<file path="src/rtl/fifo_ms_read_sched_if.sv">
// fifo_ms_read_sched_if: fifo_ms read-port and downstream valid/ready bundle for the read scheduler
interface fifo_ms_read_sched_if #(
  parameter int DATA_WIDTH = 32,
  parameter int FLUX = 4
);
  localparam int TW = (FLUX > 1) ? $clog2(FLUX) : 1;
  logic [FLUX-1:0] en_mask;
  logic [FLUX-1:0] fifo_empty;
  logic [FLUX-1:0] fifo_read;
  logic [DATA_WIDTH+TW-1:0] fifo_dout;
  logic [DATA_WIDTH-1:0] m_data;
  logic [TW-1:0] m_tag;
  logic m_valid;
  logic m_ready;
  logic [TW-1:0] grant_id;
  logic busy;
  logic tag_err;
  modport master (
    input en_mask, fifo_empty, fifo_dout, m_ready,
    output fifo_read, m_data, m_tag, m_valid, grant_id, busy, tag_err
  );
  modport slave (
    output en_mask, fifo_empty, fifo_dout, m_ready,
    input fifo_read, m_data, m_tag, m_valid, grant_id, busy, tag_err
  );
endinterface

</file>
<file path="src/rtl/fifo_ms_read_sched.sv">
// fifo_ms_read_sched: round-robin burst read scheduler for fifo_ms with a 2-entry output buffer
module fifo_ms_read_sched #(
  parameter int DATA_WIDTH = 32,
  parameter int FLUX = 4,
  parameter int BURST = 4
) (
  input logic clk,
  input logic rst,
  fifo_ms_read_sched_if.master bus
);
  localparam int TW = (FLUX > 1) ? $clog2(FLUX) : 1;
  localparam int WW = DATA_WIDTH + TW;
  localparam logic [0:0] IDLE = 1'b0;
  localparam logic [0:0] SERVE = 1'b1;
  logic [0:0] state;
  logic [TW-1:0] rr_ptr, grant_id, rd_id, pick, nxt_ptr;
  logic [7:0] burst_cnt;
  logic [1:0] cnt, occ, slot;
  logic [WW-1:0] e0, e1;
  logic in_flight, found, rd, pop, push, last, leave, tag_err;
  assign push = in_flight;
  assign pop = cnt != 2'd0 && bus.m_ready;
  assign slot = cnt - 2'(pop);
  // a buffer slot drained this cycle is already free, which keeps bursts gapless at m_ready=1
  assign occ = slot + 2'(in_flight);
  assign rd = state == SERVE && bus.en_mask[grant_id] && !bus.fifo_empty[grant_id] && !occ[1] && burst_cnt < 8'(BURST);
  assign last = rd && burst_cnt == 8'(BURST - 1);
  assign leave = burst_cnt == 8'(BURST) || bus.fifo_empty[grant_id] || !bus.en_mask[grant_id] || last;
  assign nxt_ptr = grant_id == TW'(FLUX - 1) ? '0 : grant_id + TW'(1);
  // first eligible stream at or after rr_ptr; descending scan so the nearest one wins
  always_comb begin
    found = 1'b0;
    pick = '0;
    for (int i = FLUX - 1; i >= 0; i--)
      if (bus.en_mask[(int'(rr_ptr) + i) % FLUX] && !bus.fifo_empty[(int'(rr_ptr) + i) % FLUX]) begin
        found = 1'b1;
        pick = TW'((int'(rr_ptr) + i) % FLUX);
      end
  end
  // grant FSM: arbitrate in IDLE, issue reads in SERVE until quantum, empty or mask ends the grant
  always_ff @(posedge clk or negedge rst)
    if (!rst) begin
      state <= IDLE;
      rr_ptr <= '0;
      grant_id <= '0;
      burst_cnt <= '0;
    end else if (state == IDLE) begin
      if (found) begin
        state <= SERVE;
        grant_id <= pick;
        burst_cnt <= '0;
      end
    end else begin
      if (rd) burst_cnt <= burst_cnt + 8'd1;
      if (leave) begin
        state <= IDLE;
        rr_ptr <= nxt_ptr;
      end
    end
  // in-flight tracking and sticky tag check of the returned word against the stream read
  always_ff @(posedge clk or negedge rst)
    if (!rst) begin
      in_flight <= 1'b0;
      rd_id <= '0;
      tag_err <= 1'b0;
    end else begin
      in_flight <= rd;
      if (rd) rd_id <= grant_id;
      if (push && bus.fifo_dout[WW-1:DATA_WIDTH] != rd_id) tag_err <= 1'b1;
    end
  // 2-entry output buffer, head in e0; push lands in the first slot left after a pop
  always_ff @(posedge clk or negedge rst)
    if (!rst) begin
      cnt <= '0;
      e0 <= '0;
      e1 <= '0;
    end else begin
      cnt <= slot + 2'(push);
      if (pop) e0 <= e1;
      if (push && slot == 2'd0) e0 <= bus.fifo_dout;
      if (push && slot == 2'd1) e1 <= bus.fifo_dout;
    end
  assign bus.fifo_read = rd ? FLUX'(1) << grant_id : '0;
  assign bus.m_valid = cnt != 2'd0;
  assign bus.m_data = e0[DATA_WIDTH-1:0];
  assign bus.m_tag = e0[WW-1:DATA_WIDTH];
  assign bus.grant_id = grant_id;
  assign bus.busy = state == SERVE;
  assign bus.tag_err = tag_err;
endmodule

</file>
<file path="src/flat_wrapper.sv">
// flat-port wrapper written by rule: the top's interface ports become plain ports
module fifo_ms_read_sched_flat 
#(
  parameter int DATA_WIDTH = 32,
  parameter int FLUX = 4,
  parameter int BURST = 4
)
  (clk, rst, bus_en_mask, bus_fifo_empty, bus_fifo_dout, bus_m_ready, bus_fifo_read, bus_m_data, bus_m_tag, bus_m_valid, bus_grant_id, bus_busy, bus_tag_err);
  fifo_ms_read_sched_if #(.DATA_WIDTH(DATA_WIDTH), .FLUX(FLUX)) bus_i ();
  input logic clk;
  input logic rst;
  input wire logic [$bits(bus_i.en_mask)-1:0] bus_en_mask;
  input wire logic [$bits(bus_i.fifo_empty)-1:0] bus_fifo_empty;
  input wire logic [$bits(bus_i.fifo_dout)-1:0] bus_fifo_dout;
  input wire logic [$bits(bus_i.m_ready)-1:0] bus_m_ready;
  output wire logic [$bits(bus_i.fifo_read)-1:0] bus_fifo_read;
  output wire logic [$bits(bus_i.m_data)-1:0] bus_m_data;
  output wire logic [$bits(bus_i.m_tag)-1:0] bus_m_tag;
  output wire logic [$bits(bus_i.m_valid)-1:0] bus_m_valid;
  output wire logic [$bits(bus_i.grant_id)-1:0] bus_grant_id;
  output wire logic [$bits(bus_i.busy)-1:0] bus_busy;
  output wire logic [$bits(bus_i.tag_err)-1:0] bus_tag_err;
  assign bus_i.en_mask = bus_en_mask;
  assign bus_i.fifo_empty = bus_fifo_empty;
  assign bus_i.fifo_dout = bus_fifo_dout;
  assign bus_i.m_ready = bus_m_ready;
  assign bus_fifo_read = bus_i.fifo_read;
  assign bus_m_data = bus_i.m_data;
  assign bus_m_tag = bus_i.m_tag;
  assign bus_m_valid = bus_i.m_valid;
  assign bus_grant_id = bus_i.grant_id;
  assign bus_busy = bus_i.busy;
  assign bus_tag_err = bus_i.tag_err;
  fifo_ms_read_sched #(.DATA_WIDTH(DATA_WIDTH), .FLUX(FLUX), .BURST(BURST)) u_core (.clk(clk), .rst(rst), .bus(bus_i));
endmodule
</file>
<file path="config.mk">
export PLATFORM = sky130hd
export DESIGN_NAME = fifo_ms_read_sched_flat
export DESIGN_NICKNAME = d
export VERILOG_FILES = /design/src/rtl/fifo_ms_read_sched_if.sv /design/src/rtl/fifo_ms_read_sched.sv /design/src/flat_wrapper.sv
export SDC_FILE = /design/constraint.sdc
export NUM_CORES = 1
export LEC_CHECK = 0
export CAP_MARGIN = 20
export CORE_AREA = 8 8 127 129
export CTS_CLUSTER_SIZE = 16
export DETAILED_ROUTE_END_ITERATION = 8
export DIE_AREA = 0 0 135 137
export GPL_TIMING_DRIVEN = 0
export PLACE_DENSITY = 0.59
export SLEW_MARGIN = 20
export SYNTH_ARGS = -nofsm -noshare
export SYNTH_HDL_FRONTEND = slang
export SYNTH_SLANG_ARGS = --single-unit
export TNS_END_PERCENT = 50
</file>
<file path="constraint.sdc">
create_clock -name clk -period 6.4 [get_ports clk]
set_input_delay 1.92 -clock clk [delete_from_list [all_inputs] [get_ports clk]]
set_output_delay 1.92 -clock clk [all_outputs]
set_load 0.005 [all_outputs]
</file>
After elaboration in Yosys (flattened, before gate mapping) --
Cells that the tools add are included.
Storage, ports and cells: register bits after elaboration 87, input port bits 45, output and inout bits 43, logic and storage cells 111
Operators by class: add/subtract/negate cells 7, magnitude comparators 6, eq/ne operators 6, shift-type cells 1, muxes and demuxes 44, bitwise operators 4, reduce and logical (&&, ||, !) cells 33
Operators with widths (count):
- 34-bit two-way mux | 2
- 8-bit two-way mux | 3
- 1-bit two-way mux | 23
- 1-bit binary-select mux with 2-bit select | 10
- 1-bit logical AND | 13
- 3-bit by 4-bit < comparator with 1-bit output, second input constant | 3
- 2-bit two-way mux | 5
- 8-bit by 1-bit adder with 8-bit output, second input constant | 1
- 8-bit by 2-bit == test with 1-bit output, second input constant | 1
- 8-bit by 3-bit == test with 1-bit output, second input constant | 1
- 8-bit by 3-bit < comparator with 1-bit output, second input constant | 1
- 1-bit zero test | 7
- 2-bit by 3-bit < comparator with 1-bit output, second input constant | 2
- 2-bit AND reduction | 3
- 2-bit nonzero test | 3
- 2-bit OR reduction | 3
- 2-bit by 1-bit adder with 2-bit output, second input constant | 2
- 2-bit adder, second input constant | 2
- 4-bit two-way mux | 1
- 1-bit by 2-bit << shifter with 4-bit output, first input constant | 1
- 1-bit AND, first input constant | 3
- 1-bit logical OR | 3
- 2-bit by 1-bit adder with 2-bit output | 1
- 2-bit by 1-bit == test with 1-bit output, second input constant | 1
- 6 further kinds | 6

Logic depth before layout (Yosys ltp) --
Gate-level depths: netlist of run 1.
depth after elaboration 14, mapped depth 13, mapped depth without buffers 11

Worst setup path after synthesis of run 1 --
OpenSTA, ideal clock, no wires.
path type input-to-output, start point input port bus_m_ready, end point output port bus_fifo_read[0], data arrival time 3.950 ns, required time 4.480 ns, setup slack 0.530 ns, cell stages on the path 10, path buffers 2, path through nand2_1 buf_2 inv_1 ha_1 inv_1 ha_1 xor3_2 nor4_4 buf_4 and2_1
On the way: cells in the longest elaborated chain, start to end 7
RTL lines:
- start: declaration | RTL line flat_wrapper.sv:15 | input wire logic [$bits(bus_i.m_ready)-1:0] bus_m_ready;
- 1-bit logical AND | RTL line fifo_ms_read_sched.sv:22 | assign pop = cnt != 2'd0 && bus.m_ready;
- 2-bit by 1-bit subtractor with 2-bit output | RTL line fifo_ms_read_sched.sv:23 | assign slot = cnt - 2'(pop);
- 2-bit by 1-bit adder with 2-bit output | RTL line fifo_ms_read_sched.sv:25 | assign occ = slot + 2'(in_flight);
- net u_core.occ[1] | RTL line fifo_ms_read_sched.sv:18 | logic [1:0] cnt, occ, slot;
- 1-bit zero test | RTL line fifo_ms_read_sched.sv:26 | assign rd = state == SERVE && bus.en_mask[grant_id] && !bus.fifo_empty[grant_id] && !occ[1] && burst_cnt < 8'( ...
- 1-bit logical AND (2 in series) | RTL line fifo_ms_read_sched.sv:26
- net u_core.rd | RTL line fifo_ms_read_sched.sv:20 | logic in_flight, found, rd, pop, push, last, leave, tag_err;
- 4-bit two-way mux | RTL line fifo_ms_read_sched.sv:83 | assign bus.fifo_read = rd ? FLUX'(1) << grant_id : '0;
- end: declaration | RTL line flat_wrapper.sv:16 | output wire logic [$bits(bus_i.fifo_read)-1:0] bus_fifo_read;
The timed path passes the listed nets, and every way through them passes these cells.

Worst setup path in the final report of run 1 --
start point input port bus_en_mask[1], end point output port bus_fifo_read[0]
On the way: cells in the longest elaborated chain, start to end 7
RTL lines:
- start: declaration | RTL line flat_wrapper.sv:12 | input wire logic [$bits(bus_i.en_mask)-1:0] bus_en_mask;
- 1-bit binary-select mux with 2-bit select | RTL line fifo_ms_read_sched.sv:26
- 1-bit two-way mux (implied by the code) | RTL line fifo_ms_read_sched.sv:26
- 1-bit logical AND (4 in series) | RTL line fifo_ms_read_sched.sv:26
- net u_core.rd | RTL line fifo_ms_read_sched.sv:20
- 4-bit two-way mux | RTL line fifo_ms_read_sched.sv:83
The timed path passes the listed nets, and every way through them passes these cells. The select of a mux whose other input is x is not followed.

==> summary.md, run 1 <==
| Metric | Value |
|---|---|
| First-pass GRT wire length | between 15000 and 20000 um |
| Largest cells by area after synthesis | dfrtp_1 (56%), mux2_2 (11%), mux2i_1 (9.6%), a21oi_1 (4.8%), nor2_1 (3.6%) |
| Nets | about 480 |
| CTS tree | built |
| Worst Path Max Fanout | 6 |
| Switching share of total power | between 20 and 30% |
| Final Hold Fails | 0 |
| Vias in the first global route | between 2k and 3k |
| GP Congestion | 0.737 |
| Fmax | 0.163 GHz |
| Distinct cells, synth | 34 |
| Longest Clk Path Bufs | 2 |
| Syn Area/Cell | ~12 um2 |
| Ys flop type | dfrtp_1 |
| CP Capture Type | output pin |
| Final period utilization | a little over nine tenths |
| Least-Margin Pin Slew | slightly above 600 ps |
| Combinational share of power | 36.3% |
| # setup viols final | 0 |
| Crit path arrival time | around 4200 ps |
| CTS sink count | 87 |
| Clk_skew | ~3.8 ps |
| DRT Pass-1 Iters | 4 |
| Syn nets | 372 |
| HP Class | register to register |
| Area of the core | around 14000 um2 |
| WP data required | ~4500 ps |
| IO Count | 88 |
| PwrDens | roughly 430 nW/um2 |
| Diode count | 0 |
| Post-route cell area | about 5400 um2 |
| Register area share after synthesis | a little under three fifths |
| Synthesis Warnings | 0 |
| Share of cells above drive strength 1 | between 10% and 20% |
| Post-DP HPWL | 6940 um |
| Clock power share | a little under a quarter |
| Tmin final | 6140 ps |
| Max VDD drop | around 0.00015 V |
| Num CTS Buffers | 9 |
| RSZ-0062 raised after global routing | no |
| Mapped Cells | between 300 and 400 |
| Die Wd | 135 um |
| Vias | roughly 2.7k |
| Flop pwr share | 40.0% |
| Placed cell area | around 5000 um2 |
| # rows | 44 |
| Setup WS pre-CTS | -839 ps |
| Die area | 18500 um2 |
| Yosys reg bits | 87 |
| # DRC | 0 |
| Final WS setup | 258 ps |
| Area delta synth->final | 39.6% |
| Die Ht | 137 um |
| Worst hold slack | approximately 470 ps |
| CTS clock-pin slew for the worst setup and hold paths | 60 ps |
| Drt total wl | between 9000 and 10000 um |
| Initial antenna violation count | 1 |
| I/O Buffers | a little under 90 |
| Status | completed |
| GRT Overall Usage | between 10% and 20% |
| Htree depth | 3 |
| Crit start category | primary input |
| Mapped cell area | 3860 um2 |
| Post-synth EDFFs | 0 |
| Post-DR wirelength/cell | around 16 um |
| Aggregate global routing overflow | 0 |
| Largest net degree at the start of global routing | a little over 50 |
| Worst-Skew Late Latency | between 300 and 400 ps |
| Initial Utilization | a little over a quarter |
| # hold bufs at CTS | 0 |
| Crit Path Category | primary input to output pin |
| Vias/cell | between 4 and 5 |
| Async SR Flop Fraction | 100% |
| Yosys top cell by area | dfrtp_1 |
| Initial DRC Count | 83 |
| Slew Viols, Final | 0 |
| Max Cap Viol | 0 |
| Antenna Violating Nets Remaining | 0 |
| Count leader, synth | dfrtp_1 |
| Root buf cell | clkbuf_16 |
| Post-synth top area share | 56.5% |
| Leakage | ~2.6 nW |
| Max transition margin | 59.0% |
| Sw Pwr | 0.000662 W |
| Int Power | about 0.0017 W |
| Most frequent cells after synthesis | dfrtp_1 (87), a21oi_1 (37), mux2i_1 (37), nor2_1 (37), mux2_2 (36) |
[power groups by stage]
stage	sequential [W]	clock (W)	combinational, W
floorplan	0.000912	0	0.000454
global route	0.000959	0.000598	0.000930
CTS	0.000930	0.000575	0.000852
detailed placement	0.000940	0	0.000819
finish	0.000926	0.000551	0.000841
global placement	0.000925	0	0.000799
[layer usage]
metal  global-route usage [%]  up-vias  wire length, um
met2                     17.9       65             4690
met4                     3.58        2              120
met3                     4.63       11              651
met1                     12.1     1341             4120
met5                        0        -                9
li1                         -     1310                -
[worst max-delay path: stages]
cell and delay [ps]:
clkdlybuf4s50_1 440, nor2b_1 350, mux4_2 330, nand2_1 100
nor4_4 290, buf_6 160, and2_1 120, clkdlybuf4s50_1 500
[area by class of cell]
class / count / area, um2
Inverter: 11 / 41.3
Tap cell: 184 / 230
Fill cell: 1387 / 8820
Clock buffer: 11 / 243
Timing Repair Buffer: 95 / 956
Sequential cell: 87 / 2180
Clock inverter: 4 / 70.1
Multi-Input combinational cell: 204 / 1570
Buffer: 17 / 93.8
[worst paths after layout]
kind	startpoint	end	slack (ps)	cells past startpoint
max in group asynchronous	rst	u_core.e1[3]	4220	2
hold reg to reg	u_core.bus.tag_err	u_core.bus.tag_err	470	1
setup / recovery	bus_en_mask[1]	bus_fifo_read[0]	260	8
hold / removal	u_core.bus.tag_err	u_core.bus.tag_err	470	1
min in group asynchronous	rst	u_core.e1[24]	1560	1
setup reg to reg	u_core.cnt[1]	u_core.rr_ptr[1]	3190	15
[stage by stage]
step | utilization, % | setup TNS, ps | power, W | std cells
detailed placement | 35.1 | -3280 | 0.00176 | 591
floorplan | - | 0 | 0.00137 | 319
CTS | 37.7 | 0 | 0.00236 | 611
global route | 37.9 | 0 | 0.00249 | 613
global placement | 34.9 | -3260 | 0.00172 | 590
finish | 37.9 | 0 | 0.00232 | 613
[cell usage in the layout (no fill, tap or decap), types with 2 or more instances in the layout]
| master | Yosys | final |
|---|---|---|
| dfrtp_1 | 87 | 87 |
| clkdlybuf4s50_1 | 0 | 83 |
| nor2_1 | 37 | 37 |
| mux2i_1 | 37 | 37 |
| a21oi_1 | 37 | 37 |
| mux2_2 | 36 | 36 |
| inv_1 | 11 | 11 |
| clkbuf_1 | 9 | 10 |
| nand2_1 | 10 | 9 |
| clkbuf_16 | 0 | 9 |
| ha_1 | 8 | 8 |
| buf_4 | 1 | 8 |
| and2_1 | 6 | 6 |
| buf_2 | 6 | 5 |
| nor2b_1 | 4 | 4 |
| o21ai_0 | 3 | 3 |
| and3b_1 | 3 | 3 |
| dlymetal6s2s_1 | 0 | 3 |
| nor3_1 | 2 | 2 |
| o41ai_1 | 2 | 2 |
| nand2b_1 | 2 | 2 |
| mux2_1 | 2 | 2 |
| xor2_1 | 2 | 2 |
| bufinv_16 | 0 | 2 |
| clkinv_2 | 0 | 2 |
[logic make-up (layout without fill, tap and decap cells)]
group                      after synthesis  count (layout)  synth area share (%)
DFF                                     87              87                  56.5
muxes                                   76              76                  21.3
and+or+nand+nor                         69              69                  8.63
AOI/OAI and AO/OA                       47              47                  6.68
buffers and inverters                   28             138                  3.02
adders and majority gates                8               8                  2.60
xor gates and xnor gates                 4               4                  1.33
[flip-flops by register name (all words and copies together), names as in the netlist]
register and count:
u_core.e0 34, u_core.e1 34, u_core.burst_cnt 8, u_core.bus.grant_id 2, u_core.cnt 2, u_core.rd_id 2, u_core.rr_ptr 2, u_core.bus.busy 1
u_core.bus.tag_err 1, u_core.in_flight 1
[timing repair]
action                     in CTS  in global routing
pin swaps                       2                  0
gates resized for setup         7                  3
buffers inserted                5                  2
setup endpoints to repair       4                  4
Power figures use the tool's default switching activity.
==> run 2, diff against run 1 <==
--- a/config.mk
+++ b/config.mk
@@ -5,15 +5,18 @@
 export SDC_FILE = /design/constraint.sdc
 export NUM_CORES = 1
 export LEC_CHECK = 0
+export ABC_AREA = 1
 export CAP_MARGIN = 20
-export CORE_AREA = 8 8 127 129
+export CELL_PAD_IN_SITES_DETAIL_PLACEMENT = 1
+export CELL_PAD_IN_SITES_GLOBAL_PLACEMENT = 1
+export CORE_AREA = 8 8 132 134
 export CTS_CLUSTER_SIZE = 16
 export DETAILED_ROUTE_END_ITERATION = 8
-export DIE_AREA = 0 0 135 137
+export DIE_AREA = 0 0 140 142
 export GPL_TIMING_DRIVEN = 0
-export PLACE_DENSITY = 0.59
+export PLACE_DENSITY = 0.71
 export SLEW_MARGIN = 20
 export SYNTH_ARGS = -nofsm -noshare
 export SYNTH_HDL_FRONTEND = slang
 export SYNTH_SLANG_ARGS = --single-unit
-export TNS_END_PERCENT = 50
+export TNS_END_PERCENT = 5
==> run 2 against run 1 <==
Maximum frequency fell by 0.44%; clock skew is 8.1 ps higher; critical path type unchanged; largest cell class unchanged; highest routed layer is now met4; via count up 34%; register-to-register slack improved by 1100 ps.
==> summary.md, run 2 <==
| Metric | Value |
|---|---|
| Least-Margin Pin Slew | around 540 ps |
| GP Congestion | ~0.82 |
| Final core occ | ~36% |
| PwrDens | about 410 nW/um2 |
| Post-synth top area share | between 50% and 60% |
| Top Registers | u_core.e0 x34, u_core.e1 x34, u_core.burst_cnt x8 |
| Longest Clk Path Bufs | 2 |
| Largest cells by area after synthesis | dfrtp_1 (52%), nand3_1 (10%), nand2_1 (6.7%), o211ai_1 (6.5%), inv_1 (5.5%) |
| Status | completed |
| Die area | 19900 um2 |
| Largest net degree at the start of global routing | just under 50 |
| Post-route cell area | roughly 5600 um2 |
| # rows | 46 |
| Most frequent cells in the layout | dfrtp_1 (87), clkdlybuf4s50_1 (86), nand3_1 (85), nand2_1 (75), inv_1 (61) |
| Num CTS Buffers | 9 |
| Worst Path Max Fanout | 10 |
| Count leader, synth | dfrtp_1 |
| Mapped Cells | between 400 and 500 |
| CP Capture Type | output pin |
| Final period utilization | a little over nine tenths |
| Worst hold slack | ~490 ps |
| Post-synth EDFFs | 0 |
| I/O Buffers | a little under 90 |
| Initial DRC Count | 150 |
| Syn Area/Cell | around 9 um2 |
| Die Wd | about 140 um |
| Setup WS pre-CTS | -257 ps |
| Crit start category | primary input |
| Area delta synth->final | 34.4% |
| Max Cap Viol | 0 |
| Area of the core | roughly 15000 um2 |
| Nets | ~620 |
| Root buf cell | clkbuf_16 |
| Initial antenna violation count | 0 |
| Slew Viols, Final | 0 |
| Final WS setup | ~230 ps |
| Tmin final | between 6000 and 7000 ps |
| Diode count | 0 |
| Post-DP HPWL | 9200 um |
| Placed cell area | around 5300 um2 |
| Initial Utilization | ~27% |
| Mapped cell area | 4190 um2 |
| Crit path arrival time | approximately 4300 ps |
| Max transition margin | ~64% |
| # hold bufs at CTS | 0 |
| Ys flop type | dfrtp_1 |
| Worst-Skew Late Latency | approximately 340 ps |
| Vias/cell | between 4 and 5 |
| Most common cell after layout, fill and taps aside | dfrtp_1 |
| CTS clock-pin slew for the worst setup and hold paths | roughly 60 ps |
| Drt total wl | 12200 um |
| IO Count | 88 |
| Antenna Violating Nets Remaining | 0 |
| HP Class | register to register |
| Yosys reg bits | a little under 90 |
| Final Hold Fails | 0 |
| Aggregate global routing overflow | 0 |
| Async SR Flop Fraction | between 90% and 100% |
| Register area share after synthesis | 52.0% |
| Vias | about 3.6k |
| Most frequent cells after synthesis | dfrtp_1 (87), nand3_1 (85), nand2_1 (75), inv_1 (61), o211ai_1 (36) |
| First-pass GRT wire length | 20300 um |
| # setup viols final | 0 |
| Leakage | between 2 and 3 nW |
| Distinct cells, synth | 26 |
| Share of cells above drive strength 1 | 12.0% |
| Crit Path Category | primary input to output pin |
| Yosys top cell by area | dfrtp_1 |
| # DRC | 0 |
| Die Ht | roughly 140 um |
| Vias in the first global route | 3958 |
| Clk_skew | around 12 ps |
| GRT Overall Usage | around an eighth |
| Fmax | about 0.16 GHz |
| WP data required | 4480 ps |
| Syn nets | between 500 and 600 |
| Post-DR wirelength/cell | 15.9 um |
| Htree depth | 3 |
| Synthesis Warnings | 0 |
| CTS sink count | 87 |
| DRT Pass-1 Iters | 4 |
| Max VDD drop | about 0.00015 V |
| RSZ-0062 raised after global routing | no |
| CTS tree | built |
-- run 2: final timing paths --
path                               start                  end  slack, ps  cells after the start
max                          bus_m_ready     bus_fifo_read[0]        230                     12
min                        u_core.e1[28]        u_core.e1[28]        490                      2
max reg2reg                u_core.cnt[1]  u_core.burst_cnt[0]       4270                     13
min reg2reg                u_core.e1[28]        u_core.e1[28]        490                      2
max in group asynchronous            rst      u_core.rd_id[0]       4200                      2
min in group asynchronous            rst        u_core.e0[21]       1560                      1
-- run 2: worst max-delay path, stage by stage --
cell             delay (ps)
clkdlybuf4s50_1         440
nand2_4                 120
inv_6                    30
ha_1                    300
inv_1                   100
ha_2                    220
xor2_2                  190
nand2_1                 100
inv_2                    70
nand2_4                 100
nor2_1                  120
clkdlybuf4s50_1         520
-- run 2: cell families after synthesis --
logic type	share of synthesized area, %
AND/OR/NAND/NOR	22.7
buffers and inverters	9.15
flip-flops	52.0
AO/OA/AOI/OAI	12.7
adder cells (fa/ha/maj)	2.39
XOR/XNOR	1.05
-- run 2: metal layers --
layer | global-route usage, % | wire length [um]
met3 | 3.12 | 597
met5 | 0 | 0
met1 | 15.5 | 5510
met2 | 20.8 | 5830
met4 | 4.86 | 242
-- run 2: stage by stage --
step	total power (W)	instances	TNS [ps]
floorplan	0.00140	469	0
detailed placement	0.00184	749	-887
global route	0.00249	766	0
global placement	0.00178	748	-722
CTS	0.00234	765	0
finish	0.00231	766	0
-- run 2: final cells by class --
class | instances | area (um2)
fillers | 1815 | 9800
flip-flops and latches | 87 | 2180
multi-input cells | 289 | 1640
repair buffers | 90 | 911
inverters | 68 | 260
well taps | 192 | 240
clock buffers | 10 | 229
plain buffers | 24 | 123
clock inverters | 6 | 45.0
-- run 2: where the power goes --
| part | switching (W) | internal [W] | total (W) |
|---|---|---|---|
| logic | 0.000489 | 0.000443 | 0.000932 |
| clock network | 0.000225 | 0.000265 | 0.000490 |
| registers | 0.000138 | 0.000752 | 0.000890 |
| total | 0.000853 | 0.00146 | 0.00231 |
-- run 2: what timing repair did --
action                                  CTS  global route
pin swaps                                 0             2
resized for setup                         3             2
endpoints found under the setup margin    4             4
buffers inserted                          1             1
